`config.mk`:
```
export PLATFORM = sky130hd
export DESIGN_NAME = sti_serial_packer
export DESIGN_NICKNAME = d
export VERILOG_FILES = /design/src/rtl/sti_serial_packer.sv
export SDC_FILE = /design/constraint.sdc
export NUM_CORES = 1
export LEC_CHECK = 0
export BUFFER_PORTS_ARGS = -buffer_cell sky130_fd_sc_hd__buf_2
export CAP_MARGIN = 40
export CORE_MARGIN = 1
export CORE_UTILIZATION = 50
export DETAILED_ROUTE_END_ITERATION = 6
export GPL_TIMING_DRIVEN = 0
export PLACE_DENSITY = 0.79
export SLEW_MARGIN = 20
export SYNTH_ARGS = -nofsm -noshare
export SYNTH_HDL_FRONTEND = slang
export SYNTH_SLANG_ARGS = --single-unit
```
`constraint.sdc`:
```
create_clock -name clk -period 2 [get_ports clk]
set_clock_uncertainty 0.1 [all_clocks]
set_input_delay 0.3 -clock clk [delete_from_list [all_inputs] [get_ports clk]]
set_output_delay 0.3 -clock clk [all_outputs]
set_load 0.05 [all_outputs]
```
`src/rtl/sti_serial_packer.sv`:
```
// Serial bit stream to DATA_W-bit word packer with sequential memory writes.
// Define STI_PACKER_PAD_EN to zero-fill the rest of memory before done.
module sti_serial_packer #(
  parameter int DATA_W = 8,
  parameter int ADDR_W = 8
) (
  input  logic              clk,
  input  logic              reset,
  input  logic              si_data,
  input  logic              si_valid,
  input  logic              si_end,
  input  logic              si_msb_first,
  output logic              wr_en,
  output logic [ADDR_W-1:0] wr_addr,
  output logic [DATA_W-1:0] wr_data,
  output logic              busy,
  output logic              done
);

  localparam int CW = (DATA_W > 1) ? $clog2(DATA_W) : 1;

`ifdef STI_PACKER_PAD_EN
  typedef enum logic [2:0] {IDLE, RECV, FLUSH, PAD, DONE} state_t;
`else
  typedef enum logic [2:0] {IDLE, RECV, FLUSH, DONE} state_t;
`endif

  state_t            state;
  logic [CW-1:0]     cnt;
  logic [DATA_W-1:0] sreg;
  logic              msb;

  logic              m;
  logic [CW-1:0]     idx;
  logic [DATA_W-1:0] nword;
  logic [DATA_W-1:0] word;
  logic              full;
  logic              hold;
  logic              rx;
  logic              fin;
  logic [ADDR_W-1:0] a_nx;

  // Bits are dropped straight into their final position, so a
  // cleared sreg gives zero fill for a partial word at flush.
  always_comb begin
    m     = (cnt == '0) ? si_msb_first : msb;
    idx   = m ? (CW'(DATA_W - 1) - cnt) : cnt;
    nword = sreg;
    nword[idx] = si_data;
    word  = si_valid ? nword : sreg;
    full  = si_valid && (cnt == CW'(DATA_W - 1));
    hold  = si_valid || (cnt != '0);
    rx    = (state == IDLE) || (state == RECV);
    fin   = (rx && si_end && !hold)
         || (state != IDLE && state != RECV
             && state != DONE);
    a_nx  = wr_en ? (wr_addr + 1'b1) : wr_addr;
  end

  always_ff @(posedge clk or posedge reset) begin
    if (reset) begin
      state   <= IDLE;
      cnt     <= '0;
      sreg    <= '0;
      msb     <= 1'b0;
      wr_en   <= 1'b0;
      wr_addr <= '0;
      wr_data <= '0;
      busy    <= 1'b0;
      done    <= 1'b0;
    end else begin
      wr_en   <= 1'b0;
      done    <= 1'b0;
      wr_addr <= a_nx;
      unique case (state)
        IDLE, RECV: begin
          if (si_valid) begin
            busy  <= 1'b1;
            state <= RECV;
            if (cnt == '0)
              msb <= si_msb_first;
            if (full) begin
              cnt     <= '0;
              sreg    <= '0;
              wr_en   <= 1'b1;
              wr_data <= nword;
            end else begin
              cnt  <= cnt + 1'b1;
              sreg <= nword;
            end
          end
          if (si_end) begin
            cnt  <= '0;
            sreg <= '0;
            if (hold) begin
              state   <= FLUSH;
              wr_en   <= 1'b1;
              wr_data <= word;
            end
          end
        end
        DONE: state <= IDLE;
        default: ;
      endcase
      // Final write (or none) is behind us: pad or finish.
      if (fin) begin
`ifdef STI_PACKER_PAD_EN
        if (a_nx != '0) begin
          state   <= PAD;
          wr_en   <= 1'b1;
          wr_data <= '0;
        end else
`endif
        begin
          state   <= DONE;
          done    <= 1'b1;
          busy    <= 1'b0;
          wr_addr <= '0;
        end
      end
    end
  end

endmodule

```
== Word level (Yosys, flattened, before mapping) ==
Cells that the tools add are included.
Cells by class
  $lt $le $gt $ge: 2
  $add $sub $neg: 3
  multiplexer cells: 32
  reductions and logical operators: 23
  equal/unequal tests: 5
Operators by type and width (count)
  8-bit two-way mux: 10
  3-bit two-way mux: 8
  1-bit two-way mux: 11
  3-bit nonzero test: 3
  8-bit by 1-bit adder with 8-bit output (second input constant): 1
  8-bit bitwise mux: 1
  2-bit nonzero test: 4
  1-bit logical AND: 6
  3-bit logical NOT: 2
  3-bit case mux with 2 select lines: 1
  2-bit AND reduction: 3
  3-bit by 4-bit < comparator with 1-bit output (second input constant): 1
  3-bit by 1-bit adder with 3-bit output (second input constant): 1
  1-bit demux with 3-bit select: 1
  3-bit by 1-bit == test with 1-bit output (second input constant): 1
  3-bit by 2-bit == test with 1-bit output (second input constant): 1
  3-bit == test (second input constant): 1
  3-bit by 1-bit greater-or-equal comparator with 1-bit output (second input constant): 1
  1-bit logical OR: 3
  3-bit by 1-bit != test with 1-bit output (second input constant): 1
  3-bit by 2-bit != test with 1-bit output (second input constant): 1
  3-bit subtractor (first input constant): 1
  2-bit OR reduction: 1
  1-bit logical NOT: 1
Storage, ports and cells
  output and inout port bits: 19
  bits of input ports: 6
  bits in registers: 34
  word-level logic and storage cells: 74

== Longest topological paths before layout ==
Gate-level depths: netlist of the first run.
  word-level depth: 12
  mapped depth: 8
  mapped depth without buffers: 6

== Least setup slack after synthesis of the first run ==
OpenSTA, ideal clock, no wires.
  path type: reg-to-reg
  from: register cnt[0]
  to: register wr_data[3]
  setup slack: 0.000 ns
  setup time: 0.094 ns
  path buffers: 1
  arrival: 1.806 ns
  required time: 1.806 ns
  cell stages (with the launch flop): 8
  clock period less this slack: 2.000 ns
  path through: dfrtp_1 buf_4 inv_1 ha_1 mux2_4 o32a_1 mux2i_1 a211oi_1
On the way
  word-level cells in the longest chain between the ends: 12
  elaborated cells on any way between the ends: 19
  those cells by class: 1 x add/sub; 2 x order compare; 1 x eq/ne; 10 x mux; 5 x reduce/logical
RTL lines
  start: declaration: RTL line 29  | logic [CW-1:0] cnt;
  start signal: assignment: RTL line 88  | cnt <= cnt + 1'b1;
  branches (longest 11 deep; another with 3-bit by 4-bit < comparator with 1-bit output)
  8-bit two-way mux *: RTL line 92  | if (si_end) begin
  end signal: assignment: RTL line 86  | wr_data <= nword;
  end signal: assignment: RTL line 98  | wr_data <= word;
  end: declaration: RTL line 15  | output logic [DATA_W-1:0] wr_data,
Every way passes the cells marked *.
A chain may end at the register's enable or synchronous reset.

== Worst setup path in the final report of the first run ==
  from: register cnt[0]
  to: register sreg[3]
On the way
  word-level cells in the longest chain between the ends: 11
  elaborated cells on any way between the ends: 15
  those cells by class: 1 x add/sub; 2 x order compare; 1 x eq/ne; 8 x mux; 3 x reduce/logical
RTL lines
  branches (longest 8 deep; another with 3-bit by 4-bit < comparator with 1-bit output)
  8-bit two-way mux *: RTL line 82  | if (full) begin
  8-bit two-way mux *: RTL line 77  | if (si_valid) begin
  8-bit two-way mux *: RTL line 92
  end signal: assignment: RTL line 89  | sreg <= nword;
  end: declaration: RTL line 30  | logic [DATA_W-1:0] sreg;
Every way passes the cells marked *. The select of a mux whose other input is x is not followed.

==> out/qor.txt, run 1 <==
ys async rst share: 1.000
Final Cycle Share: 0.9979
Min-Delay Path Class: in2async
Post-synth top cells: dfrtp_1, a21oi_1, nor2_1
vias in the first global route: 1672
Post-Synth Adder-Cell Area: 0.02474
P&R area growth vs syn: 21.58%
gpl congestion: 0.7771
P_leak: 1.114 nW
WL final: 4836 um
# port buffers: 24
Hold Vio Cnt, Final: 0
critical path endpoint category: register
die footprint: 0.004305 sq mm
core area: 0.003771 sq mm
VDD IR max: 0.7823 mV
CP Class: reg2reg
Slew Limit Fails: 0
1st-iter DRT viols: 111
Worst slew margin: 0.5298
via count: 1759
max-cap violations: 0
H-tree Lvls: 2
dpl cell area: 0.002203 sq mm
global route overflow: 0
worst path cell trace: buf_6 > inv_4 > ha_4 > mux2_4 > o32a_1 > a21oi_1 > o22ai_1
Die W: 65.61 um
DRC viols: 0
TritonCTS Buffers: 5
drt wl/cell: 16.12 um
top_reg_cell synth: dfrtp_1
Clock Tree Root: clkbuf_8
Overall Global Routing Usage: 0.2521
final net count: 261
Post-synth EDFFs: 0
#FFs+latches synth: 34
PwrDens: 1048 mW/mm^2
cell area after synthesis: 0.002023 sq mm
Pwr Total: 2.579 mW
Critical Path RT: 2060 ps
TritonCTS clock tree: yes
antenna-violating nets left: 0
Ports: 25
xor and xnor area share after synthesis: 0.03030
Min Hold Slack: 20.53 ps
CP Launch Type: register
compound-cell area share of the yosys netlist: 0.2492
CP peak stage delay: 420 ps
Clock Pin Slew Worst Setup and Hold Paths: 70 ps
Pre-antenna DRT Iters: 4
largest net degree at the start of global routing: 35
Final TNS setup: 0 ps
status: finished clean
Worst-Skew Late Latency: 290 ps
Tightest Pin Transition: 704.3 ps
critical path's slowest cell: dfrtp_1
fillcell total: 325
WP buf/inv: 2
crit path max fanout: 5
CTS Hold Bufs: 0
mux cell area share after synthesis: 0.06494
largest family of logic cells by synthesized area: compound AO/OA/AOI/OAI gates
fmax: 0.5011 GHz
syn avg cell area: 9.543 sq um
Die Y-Extent: 65.61 um
first-pass GRT wire length: 7941 um
row count: 22
simple-gate share of the synthesized area: 0.1540
unrepaired setup endpoints after global routing: yes
cells taking the most area after synthesis: dfrtp_1, a21oi_1, mux2i_1
arrival time at the worst endpoint: 2060 ps
top cell type's share of synthesized area: 0.4205
DP HPWL: 3175 um
initial antenna violation count: 0
n_diodes: 0
min Tclk post-route: 1996 ps
initial core utilization: 0.5365
synthesis warning total: 0
Max Root-Sink Buffers: 2
Final Cell Area: 0.002460 sq mm
final setup fails: 0
area leader, netlist: dfrtp_1
clk sinks: 34
sequential area share after synthesis: 0.4205
post-synthesis cell type count: 50
Mapped Cells: 212
layout cells sized above 1: 0.2937
most common cell in the netlist: dfrtp_1
Synthesized Nets: 222
CP delay by family, top: compound AO/OA/AOI/OAI gates
vias per cell: 5.863
-- state kept, by name (all words and copies together) (netlist names) --
| register | flops |
|---|---|
| busy | 1 |
| cnt | 3 |
| done | 1 |
| msb | 1 |
| sreg | 8 |
| state | 3 |
| wr_addr | 8 |
| wr_data | 8 |
| wr_en | 1 |
-- power breakdown --
part,switching [mW],total [mW],internal [mW]
Sequential,0.0867,0.901,0.814
Combinational,0.741,1.16,0.417
Clock,0.243,0.520,0.277
Total,1.07,2.58,1.51
-- layout make-up --
type / count / area [sq um] / area share
plain buffers: 12 / 85.08 / 0.03459
repair buffers: 32 / 180.2 / 0.07325
clock inverters: 1 / 5.005 / 0.002035
inverters: 12 / 50.05 / 0.02035
multi-input cells: 154 / 1142 / 0.4644
clock buffers: 7 / 86.33 / 0.03510
flip-flops and latches: 34 / 850.8 / 0.3459
well taps: 48 / 60.06 / 0.02442
-- logic make-up after synthesis --
group / count (synthesis)
AND/OR/NAND/NOR: 57
adder cells (fa/ha/maj): 4
flip-flops: 34
AO/OA/AOI/OAI: 73
multiplexers: 12
other: 1
buffers and inverters: 24
XOR/XNOR: 7
-- cell usage in the layout (no fill, tap or decap), drive strengths merged, types with 2 or more instances in the layout --
cell type and count:
mux2 3, ha 4, nand3b 2, nand3 10, a21o 3, a21oi 22
nand4 2, nor2 14, o32ai 2, dfrtp 34, o22ai 14, or3b 3
nand2 10, nor2b 2, o21bai 2, o32a 2, o22a 3, a2bb2oi 2
nor3 3, a22o 2, inv 12, nand2b 4, o21ai 11, mux2i 9
buf 40, xor2 3, a211oi 7, clkbuf 11, and2 3, xnor2 4
-- routing by layer --
layer / wire length (um) / track usage / up-vias
met2: 2422 / 0.4162 / 67
met4: 114 / 0.1087 / 0
li1: - / - / 849
met5: 0 / 0 / -
met1: 1994 / 0.3039 / 830
met3: 306 / 0.07292 / 13
-- per-stage QoR --
step                utilization  std cells  setup slack [ps]
global route             0.6523        300            -72.07
global placement         0.5843        284            -135.3
finish                   0.6523        300             4.274
CTS                      0.6294        297            -29.37
detailed placement       0.5843        284            -218.9
floorplan                     -        212            0.4634
-- repair_timing --
item | in CTS | in global routing
resized for setup | 12 | 17
hold endpoints to repair | 0 | 0
setup endpoints to repair | 22 | 22
setup buffers | 5 | 3
pin swaps | 3 | 5
-- worst paths after layout --
| check | slack (ps) | start | cells past startpoint | endpoint |
|---|---|---|---|---|
| worst min register to register | 400 | busy$_DFFE_PP0P_ | 2 | busy$_DFFE_PP0P_ |
| worst max register to register | 4 | cnt[0]$_DFFE_PP0P_ | 7 | sreg[3]$_DFFE_PP0P_ |
| worst min-delay path | 20 | reset | 2 | cnt[2]$_DFFE_PP0P_ |
| worst max-delay path | 4 | cnt[0]$_DFFE_PP0P_ | 7 | sreg[3]$_DFFE_PP0P_ |
| max in group asynchronous | 1330 | reset | 2 | sreg[7]$_DFFE_PP0P_ |
| min in group clk | 200 | si_data | 2 | sreg[2]$_DFFE_PP0P_ |
Power figures use the tool's default switching activity.
==> run 2: changes to the inputs <==
Settings changed: PLACE_DENSITY 0.79 to 0.84.
==> out/qor.txt, run 2 (synthesis results as in run 1) <==
WL final: 4815 um
Ports: 25
Critical Path RT: 2100 ps
worst path cell trace: buf_6 > inv_4 > ha_4 > buf_6 > mux2i_4 > o22a_1 > buf_4 > a21oi_1 > o22ai_1
fillcell total: 299
crit path to: sreg[6]$_DFFE_PP0P_
CP peak stage delay: 410 ps
Die Y-Extent: 65.61 um
max-cap violations: 0
Levels on crit path: 9
TritonCTS Buffers: 5
vias in the first global route: 1621
highest-count cells in the layout ignoring fill and taps: dfrtp_1, buf_2, a21oi_1
clk sinks: 34
status: finished clean
largest net degree at the start of global routing: 35
CP startpoint: cnt[0]$_DFFE_PP0P_
DP HPWL: 3112 um
drt wl/cell: 16.21 um
Slew Limit Fails: 0
layout cells sized above 1: 0.2972
PwrDens: 1063 mW/mm^2
Worst slew margin: 0.5319
antenna-violating nets left: 0
die footprint: 0.004305 sq mm
min Tclk post-route: 1979 ps
Regs by FF count: sreg: 8 flops, wr_addr: 8 flops, wr_data: 8 flops
worst r2r src: cnt[0]$_DFFE_PP0P_
P_leak: 1.107 nW
CTS Hold Bufs: 0
Final Cycle Share: 0.9897
CP delay by family, top: compound AO/OA/AOI/OAI gates
P&R area growth vs syn: 21.34%
gpl congestion: 0.7978
DRC viols: 0
Final Cell Area: 0.002455 sq mm
row count: 22
Hold Vio Cnt, Final: 0
reg2reg end: sreg[6]$_DFFE_PP0P_
Overall Global Routing Usage: 0.2368
# port buffers: 24
final setup fails: 0
H-tree Lvls: 2
Min-Delay Path Class: in2async
critical path's slowest cell: dfrtp_1
unrepaired setup endpoints after global routing: yes
CP most frequent cell: buf_6
commonest non-fill, non-tap cell in the layout: dfrtp_1
dpl cell area: 0.002203 sq mm
vias per cell: 5.923
crit path max fanout: 8
1st-iter DRT viols: 83
WP buf/inv: 4
Worst-Skew Late Latency: 280 ps
Max Root-Sink Buffers: 2
Post-Layout Cell Count: 297
final net count: 258
Clock Pin Slew Worst Setup and Hold Paths: 70 ps
Core Util, Final: 0.6510
first-pass GRT wire length: 7638 um
via count: 1759
n_diodes: 0
Pre-antenna DRT Iters: 4
fmax: 0.5052 GHz
critical path endpoint category: register
global route overflow: 0
flop-to-flop setup slack: 20 ps
CP Launch Type: register
Reg2Reg Depth: 9
Tightest Pin Transition: 701.2 ps
cell total after placement: 284
Clock Tree Root: clkbuf_8
arrival time at the worst endpoint: 2080 ps
VDD IR max: 0.6875 mV
initial core utilization: 0.5365
Final TNS setup: 0 ps
Die W: 65.61 um
core area: 0.003771 sq mm
initial antenna violation count: 0
CP Class: reg2reg
TritonCTS clock tree: yes
## run 2: report_power, final
| part | total (mW) | switching (mW) | internal, mW |
|---|---|---|---|
| registers | 0.906 | 0.0918 | 0.815 |
| clock network | 0.515 | 0.237 | 0.277 |
| logic | 1.19 | 0.758 | 0.431 |
## run 2: timing repair
action / 4_1_cts / 5_1_grt
buffers inserted: 4 / 1
endpoints found under the setup margin: 22 / 12
resized for setup: 13 / 19
cloned: 0 / 0
pin swaps: 3 / 14
## run 2: through the flow
stage,worst slack (ps),hold WS [ps],power [mW]
floorplan,0.4634,341.6,1.705
global placement,-147.5,382.3,1.892
detailed placement,-183.1,351.5,1.920
CTS,-0.5682,46.53,2.527
global route,-76.56,86.37,2.746
finish,20.62,24.25,2.610
## run 2: routing by layer
layer / part of all wire / GRT usage / vias up
met2: 0.52 / 0.4124 / 41
met4: 0.0058 / 0.1060 / 0
li1: - / - / 845
met3: 0.038 / 0.06076 / 4
met5: 0 / 0 / -
met1: 0.44 / 0.2706 / 869
## run 2: worst register-to-register path, cell delays in order (launching register included)
cell,delay (ps)
dfrtp_1,410
buf_6,140
inv_4,50
ha_4,150
buf_6,110
mux2i_4,360
o22a_1,270
buf_4,140
a21oi_1,50
o22ai_1,130
## run 2: how the worst min path moves through the flow
stage                startpoint                   to  slack [ps]  cells after the start
2_1_floorplan             reset     busy$_DFFE_PP0P_         340                      1
5_1_grt                   reset       done$_DFF_PP0_          90                      2
3_3_place_gp   busy$_DFFE_PP0P_     busy$_DFFE_PP0P_         380                      2
4_1_cts                   reset  sreg[0]$_DFFE_PP0P_          50                      2
6_report                  reset       done$_DFF_PP0_          20                      2
3_5_place_dp              reset       done$_DFF_PP0_         350                      2
## run 2: layout make-up
type	instances	area, sq um	share of cell area
clock buffers	7	86.33	0.03517
plain buffers	12	76.32	0.03109
clock inverters	1	5.005	0.002039
well taps	48	60.06	0.02446
inverters	12	50.05	0.02039
flip-flops and latches	34	850.8	0.3466
multi-input cells	154	1161	0.4730
repair buffers	29	165.2	0.06728
